===== src/rtl/alu_op_issue.sv =====
// Decode-to-execute issue stage: translates ALUOp/funct3/funct7 into the ALU
// Operation code, selects the operands, and buffers the beats in a 2-entry
// valid/ready FIFO with a synchronous flush.
module alu_op_issue #(
    parameter int unsigned DATA_WIDTH    = 32,
    parameter int unsigned OPCODE_LENGTH = 4
) (
    input  logic                     clk,
    input  logic                     rst_n,
    input  logic                     in_valid,
    output logic                     in_ready,
    input  logic [1:0]               ALUOp,
    input  logic [2:0]               funct3,
    input  logic [6:0]               funct7,
    input  logic                     ALUSrc,
    input  logic [DATA_WIDTH-1:0]    rs1_data,
    input  logic [DATA_WIDTH-1:0]    rs2_data,
    input  logic [DATA_WIDTH-1:0]    imm,
    input  logic                     flush,
    output logic                     out_valid,
    input  logic                     out_ready,
    output logic [DATA_WIDTH-1:0]    SrcA,
    output logic [DATA_WIDTH-1:0]    SrcB,
    output logic [OPCODE_LENGTH-1:0] Operation,
    output logic                     illegal
);

    localparam int unsigned DEPTH = 2;

    localparam logic [OPCODE_LENGTH-1:0] OP_AND = OPCODE_LENGTH'(4'b0000);
    localparam logic [OPCODE_LENGTH-1:0] OP_XOR = OPCODE_LENGTH'(4'b0001);
    localparam logic [OPCODE_LENGTH-1:0] OP_ADD = OPCODE_LENGTH'(4'b0010);
    localparam logic [OPCODE_LENGTH-1:0] OP_OR  = OPCODE_LENGTH'(4'b0011);
    localparam logic [OPCODE_LENGTH-1:0] OP_SUB = OPCODE_LENGTH'(4'b0100);
    localparam logic [OPCODE_LENGTH-1:0] OP_EQ  = OPCODE_LENGTH'(4'b1000);
    localparam logic [OPCODE_LENGTH-1:0] OP_SLL = OPCODE_LENGTH'(4'b1001);
    localparam logic [OPCODE_LENGTH-1:0] OP_ILL = OPCODE_LENGTH'(4'b1111);

    typedef struct packed {
        logic                     illegal;
        logic [OPCODE_LENGTH-1:0] op;
        logic [DATA_WIDTH-1:0]    src_a;
        logic [DATA_WIDTH-1:0]    src_b;
    } entry_t;

    entry_t     mem [DEPTH];
    entry_t     dec;
    entry_t     head;
    logic [1:0] count;
    logic       wr_ptr;
    logic       rd_ptr;
    logic       push;
    logic       pop;
    logic       dec_ill;
    logic       f7_zero;

    assign f7_zero = (funct7 == 7'b0000000);

    // Decode the instruction fields into an ALU code and build the entry.
    always_comb begin
        dec_ill = 1'b0;
        dec     = '0;
        dec.op  = OP_ADD;
        case (ALUOp)
            2'b00: dec.op = OP_ADD;
            2'b01: begin
                if (funct3 == 3'b000) dec.op = OP_EQ;
                else                  dec_ill = 1'b1;
            end
            2'b10: begin
                case (funct3)
                    3'b000: begin
                        if (f7_zero)                    dec.op = OP_ADD;
                        else if (funct7 == 7'b0100000)  dec.op = OP_SUB;
                        else                            dec_ill = 1'b1;
                    end
                    3'b111:  dec.op = OP_AND;
                    3'b110:  dec.op = OP_OR;
                    3'b100:  dec.op = OP_XOR;
                    3'b001: begin
                        if (f7_zero) dec.op = OP_SLL;
                        else         dec_ill = 1'b1;
                    end
                    default: dec_ill = 1'b1;
                endcase
            end
            default: begin
                case (funct3)
                    3'b000:  dec.op = OP_ADD;
                    3'b111:  dec.op = OP_AND;
                    3'b110:  dec.op = OP_OR;
                    3'b100:  dec.op = OP_XOR;
                    3'b001: begin
                        if (f7_zero) dec.op = OP_SLL;
                        else         dec_ill = 1'b1;
                    end
                    default: dec_ill = 1'b1;
                endcase
            end
        endcase
        if (dec_ill) dec.op = OP_ILL;
        dec.illegal = dec_ill;
        dec.src_a   = rs1_data;
        dec.src_b   = ALUSrc ? imm : rs2_data;
    end

    assign in_ready  = (count < 2'(DEPTH));
    assign out_valid = (count != 2'd0);
    assign push      = in_valid & in_ready;
    assign pop       = out_valid & out_ready;

    // FIFO storage, pointers and occupancy; flush overrides push and pop.
    always_ff @(posedge clk or negedge rst_n) begin
        if (!rst_n) begin
            count  <= 2'd0;
            wr_ptr <= 1'b0;
            rd_ptr <= 1'b0;
            for (int i = 0; i < int'(DEPTH); i++) mem[i] <= '0;
        end else if (flush) begin
            count  <= 2'd0;
            wr_ptr <= 1'b0;
            rd_ptr <= 1'b0;
        end else begin
            if (push) begin
                mem[wr_ptr] <= dec;
                wr_ptr      <= ~wr_ptr;
            end
            if (pop) rd_ptr <= ~rd_ptr;
            if (push && !pop)      count <= count + 2'd1;
            else if (pop && !push) count <= count - 2'd1;
        end
    end

    // Head entry presented to execute, forced to zero when empty.
    always_comb begin
        head      = out_valid ? mem[rd_ptr] : '0;
        SrcA      = head.src_a;
        SrcB      = head.src_b;
        Operation = head.op;
        illegal   = head.illegal;
    end

endmodule


===== config.mk =====
export PLATFORM = sky130hd
export DESIGN_NAME = alu_op_issue
export DESIGN_NICKNAME = d
export VERILOG_FILES = /design/src/rtl/alu_op_issue.sv
export SDC_FILE = /design/constraint.sdc
export NUM_CORES = 1
export LEC_CHECK = 0
export BUFFER_PORTS_ARGS = -buffer_cell sky130_fd_sc_hd__buf_4
export CAP_MARGIN = 20
export CELL_PAD_IN_SITES_DETAIL_PLACEMENT = 0
export CELL_PAD_IN_SITES_GLOBAL_PLACEMENT = 1
export CORE_MARGIN = 2
export CORE_UTILIZATION = 44
export DETAILED_ROUTE_END_ITERATION = 8
export PLACE_DENSITY_LB_ADDON = 0.1
export SYNTH_ARGS = -nofsm -noshare
export SYNTH_HDL_FRONTEND = slang
export SYNTH_SLANG_ARGS = --single-unit

===== constraint.sdc =====
create_clock -name clk -period 4.9 [get_ports clk]
set_clock_uncertainty 0.2 [all_clocks]
set_input_delay 0.245 -clock clk [delete_from_list [all_inputs] [get_ports clk]]
set_output_delay 0.245 -clock clk [all_outputs]
set_load 0.01 [all_outputs]

---- Word-level counts from Yosys, hierarchy flattened ----
Index checks and enable logic that the tools add are counted.
word-level totals
  register bits after elaboration ......... 142
  latch bits .............................. 0
  bits in writable memories ............... 0
  memory bits (read-only) ................. 0
  input port bits ......................... 114
  output and inout port bits .............. 71
  logic and storage cells ................. 76
  memories ................................ 0
operators by class
  add/subtract/negate cells ............... 2
  $mul .................................... 0
  div/mod/pow operators ................... 0
  magnitude comparators ................... 4
  eq/ne operators ......................... 7
  shifts and indexed selects .............. 0
  mux-type cells .......................... 30
  bitwise logic cells ..................... 7
  reductions and logical operators ........ 15
operator list
  kind                  count
  $mux W69              5
  $bwmux W138           1
  $demux W69 S1         1
  $mux W32              1
  $pmux W4 S5           1
  $pmux W4 S4           1
  $mux W4               3
  $pmux W4 S3           1
  $eq A3 B3 Y1 const B  3
  $mux W1               8
  $eq A7 B6 Y1 const B  1
  $logic_not A7 Y1      1
  $mux W2               3
  $mux W3               2
  $pmux W1 S3           2
  $reduce_bool A2 Y1    3
  $ge A2 B2 Y1 const B  2
  $not A1 Y2            2
  $reduce_or A4 Y1      1
  $eq A3 B1 Y1 const B  1
  $logic_and A1 B1 Y1   3
  $logic_not A3 Y1      1
  $not A1 Y1            3
  $reduce_bool A3 Y1    1
  12 further kinds      14

---- Depth between registers and ports, before layout ----
  depth in word-level cells ............... 7
  gate-level depth with buffers ........... 6
  mapped depth without buffers ............ 5

---- Worst setup path after synthesis ----
OpenSTA, ideal clock, no wires.
  path kind ............................... register -> output
  start point ............................. register count[0]
  end point ............................... output port SrcB[19]
  arrival time ............................ 1.292 ns
  required time ........................... 4.455 ns
  slack ................................... 3.163 ns
  cell stages (with the launch flop) ...... 5
  path buffers ............................ 2
  cells stage by stage .................... dfrtp_1 -> nor2_1 -> buf_2 -> buf_1 -> nor2_1
on the way
  cells in the longest elaborated chain, start to end .. 2
ends and longest elaborated chain
  element                 RTL line  text
  from (decl)             49        logic [1:0] count;
  from (signal assigned)  129       if (push && !pop) count <= count + 2'd1;
  from (signal assigned)  130       else if (pop && !push) count <= count - 2'd1;
  $reduce_bool A2 Y1      108       assign out_valid = (count != 2'd0);
  $mux W69                136       head = out_valid ? mem[rd_ptr] : '0;
  to (decl)               23        output logic [DATA_WIDTH-1:0] SrcB,
Every way passes these cells.

---- Final worst setup path ----
  start point ............................. register count[1]
  end point ............................... output port Operation[3]
on the way
  cells in the longest elaborated chain, start to end .. 2
ends and longest elaborated chain
  element             RTL line  text
  $reduce_bool A2 Y1  108
  $mux W69            136
  to (decl)           24        output logic [OPCODE_LENGTH-1:0] Operation,
Every way passes these cells.

==> impl_metrics.toml <==
[status]
status = "completed"

[logic_synthesis]
yosysTopAreaCell = "dfrtp_1"
ys_ff_latch = 142
synth-main-ff-cell = "dfrtp_1"
synth_top_family_by_area = "multiplexers"
synthMuxAreaShare = 0.255
syn_area_sq_um = 6790
synth-xor-area-share = 0.00516
netlist_top_cells_count = "152 x nor2_1, 142 x dfrtp_1, 101 x mux2i_1"
synthSimpleGateAreaFrac = 0.111
synth.most_common_cell = "nor2_1"
syn_inst = 623
yosysTopAreaCellShare = 0.524
syn_avg_cell_area_sq_um = 10.9
synth_seq_area_share = 0.524
yosys_warnings = 0
synthesis.nets = 737
synth-async-reset-ratio = 1.00
synth_adder_area_share = 0
synth.distinct_cells = 36
synth_top_cells_by_area = "dfrtp_1 52%, mux2i_1 15%, mux2_2 10%"
synth-compound-area-share = 0.0702
synth_edf_count = 0

[cells_and_area]
final_layout_size_suffix_gt1_frac = 0.317
utilization = 0.651
fill_cells = 1179
design_area_sq_um = 9870
syn2layout_area_growth_pct = 45.4
final_nets = 1003
final_cells = 1090

[detailed_routing]
drtIter0Drc = 240
ant_nets = 0
wl_met3_um = 639
wl_met1_um = 7400
dr_wl_met2_um = 8170
viasPerCell = 5.07
num_vias = 5525
post-route-drc-count = 0
wl_per_cell_um = 15.1
detail_route.first_pass.iterations = 6
totalWireLength_um = 16500
highest_layer = "met4"

[hold_path]
min_path_type = "in -> reg"
worstHoldStart = "imm[0]"

[critical_path]
end_kind = "output pin"
crit_arrival_ns = 2.51
required_ns = 4.45
crit_type = "reg -> out"
startpoint_type = "flop"
path_max_fanout = 37
startpoint = "count[1]"
rr_startpoint = "count[1]"

[sta]
min_period_ns = 2.95
maxSlewHeadroom = 0.387
tightest_slew_ns = 0.920
setup_viol_count_final = 0
fmax_ghz = 0.339
hold-worst-slack_ns = 0.0140
final.period_utilization = 0.603
fin_tns_setup_ns = 0
rsz0062_at_grt = "false"
hold_viol_final = 0
slew_violations = 0

[placement]
placed_cells = 956
gp_congestion = 0.770
hpwl_um = 10400
postPlaceCellArea_sq_um = 8250
port-buffer-count = 184

[floorplan]
dieArea_sq_um = 16400
coreArea_sq_um = 15100
initial_core_util = 0.448
io_pins = 185
core.rowCount = 45
die_x_um = 128
fp.dieH_um = 128

[cts]
insertion_delay_ns = 0.41
cts_tree = "done"
clockRootBuffer = "clkbuf_16"
cts_buffers = 17
clock-sinks = 142
cts-htree-levels = 4
clkSlewWorstSetupHoldPaths_ns = 0.06
clock_path_buffers = 2

[power_and_ir_drop]
p_per_area_nw_per_um2 = 393
ir_worst_vdd_mv = 0.284
seq_power_share = 0.433
p_int_w = 0.00284
clkPwrFrac = 0.332
p_leak_nw = 4.40
p_comb_frac = 0.234
p_switching_w = 0.00103
p_sw_frac = 0.266

[grt]
grt_max_degree = 87
grt_usage = 0.204
overflow = 0
antenna_found_initial = 0
grt_pass1_vias = 5604
grt_pass1_wl_um = 26400

[run]
drv_cap = 0
## cell type report
cell class / count / area [sq um] / area share
multi-input combinational: 430 / 3000 / 0.304
inverter: 5 / 18.8 / 0.00190
antenna: 1 / 2.50 / 0.000254
clock inverter: 7 / 110 / 0.0112
sequential: 142 / 3560 / 0.361
clock buffer: 24 / 482 / 0.0488
tap: 188 / 235 / 0.0238
timing repair buffer: 293 / 2460 / 0.249
## through the flow
step	setup slack, ns	total power [W]
after CTS	1.94	0.00392
after global routing	1.80	0.00410
after floorplan	3.16	0.00220
final	1.95	0.00387
after global placement	2.41	0.00249
after detailed placement	2.36	0.00255
## kinds of logic after synthesis
kind of cell / after synthesis
simple gates: 173
mux: 165
flops: 142
compound gates: 88
buf+inv: 51
xor+xnor: 4
## layer usage
| layer | up-vias | GRT usage |
|---|---|---|
| li1 | 2688 | - |
| met1 | 2688 | 0.263 |
| met4 | 0 | 0.0730 |
| met2 | 130 | 0.338 |
| met3 | 19 | 0.0463 |
| met5 | - | 0 |
## power by group through the flow
stage	combinational, W	clock (W)	sequential [W]
floorplan	0.000565	0	0.00163
global placement	0.000809	0	0.00168
detailed placement	0.000844	0	0.00170
CTS	0.000919	0.00132	0.00168
global route	0.00101	0.00137	0.00173
finish	0.000908	0.00129	0.00168
## worst max-delay path: stages (launching register included)
cell and delay, ns:
dfrtp_1 0.45, nor2_4 0.74, buf_4 0.54, nor2_1 0.17, buf_4 0.18
## flip-flops by register name, indices dropped and copies added, names as in the netlist
signal,count
rd_ptr,1
wr_ptr,1
count,2
mem,138
## worst paths after layout
path / end / slack, ns / cells past startpoint
worst max-delay path: Operation[3] / 1.95 / 4
worst min-delay path: mem[0] / 0.01 / 3
worst max register to register: mem[127] / 2.40 / 4
worst min register to register: mem[62] / 0.30 / 1
max in group asynchronous: mem[56] / 2.97 / 3
min in group asynchronous: mem[121] / 0.24 / 2
## cell usage in the layout (no fill, tap or decap), types with 2 or more instances in the layout
cell type	Yosys	final
a21oi_1	69	69
a31oi_1	9	9
and4_1	2	2
buf_4	3	190
bufinv_16	0	3
clkbuf_1	14	4
clkbuf_16	0	17
clkbuf_8	0	3
clkinv_2	0	4
dfrtp_1	142	141
dlygate4sd3_1	0	102
inv_1	5	5
mux2_1	3	3
mux2_2	61	61
mux2i_1	101	101
nand3_1	2	2
nor2_1	152	151
nor2b_1	2	2
nor3_1	2	2
nor3b_1	3	3
o211ai_1	2	2
o21ai_0	3	3
xor2_1	3	3
## repair_timing
| action | in CTS | in global routing |
|---|---|---|
| resized for setup | 0 | 0 |
| setup endpoints to repair | 0 | 0 |
| hold endpoints to repair | 214 | 0 |
| setup buffers | 0 | 0 |
| hold buffers | 102 | 0 |
(Power assumes the default switching activity.)
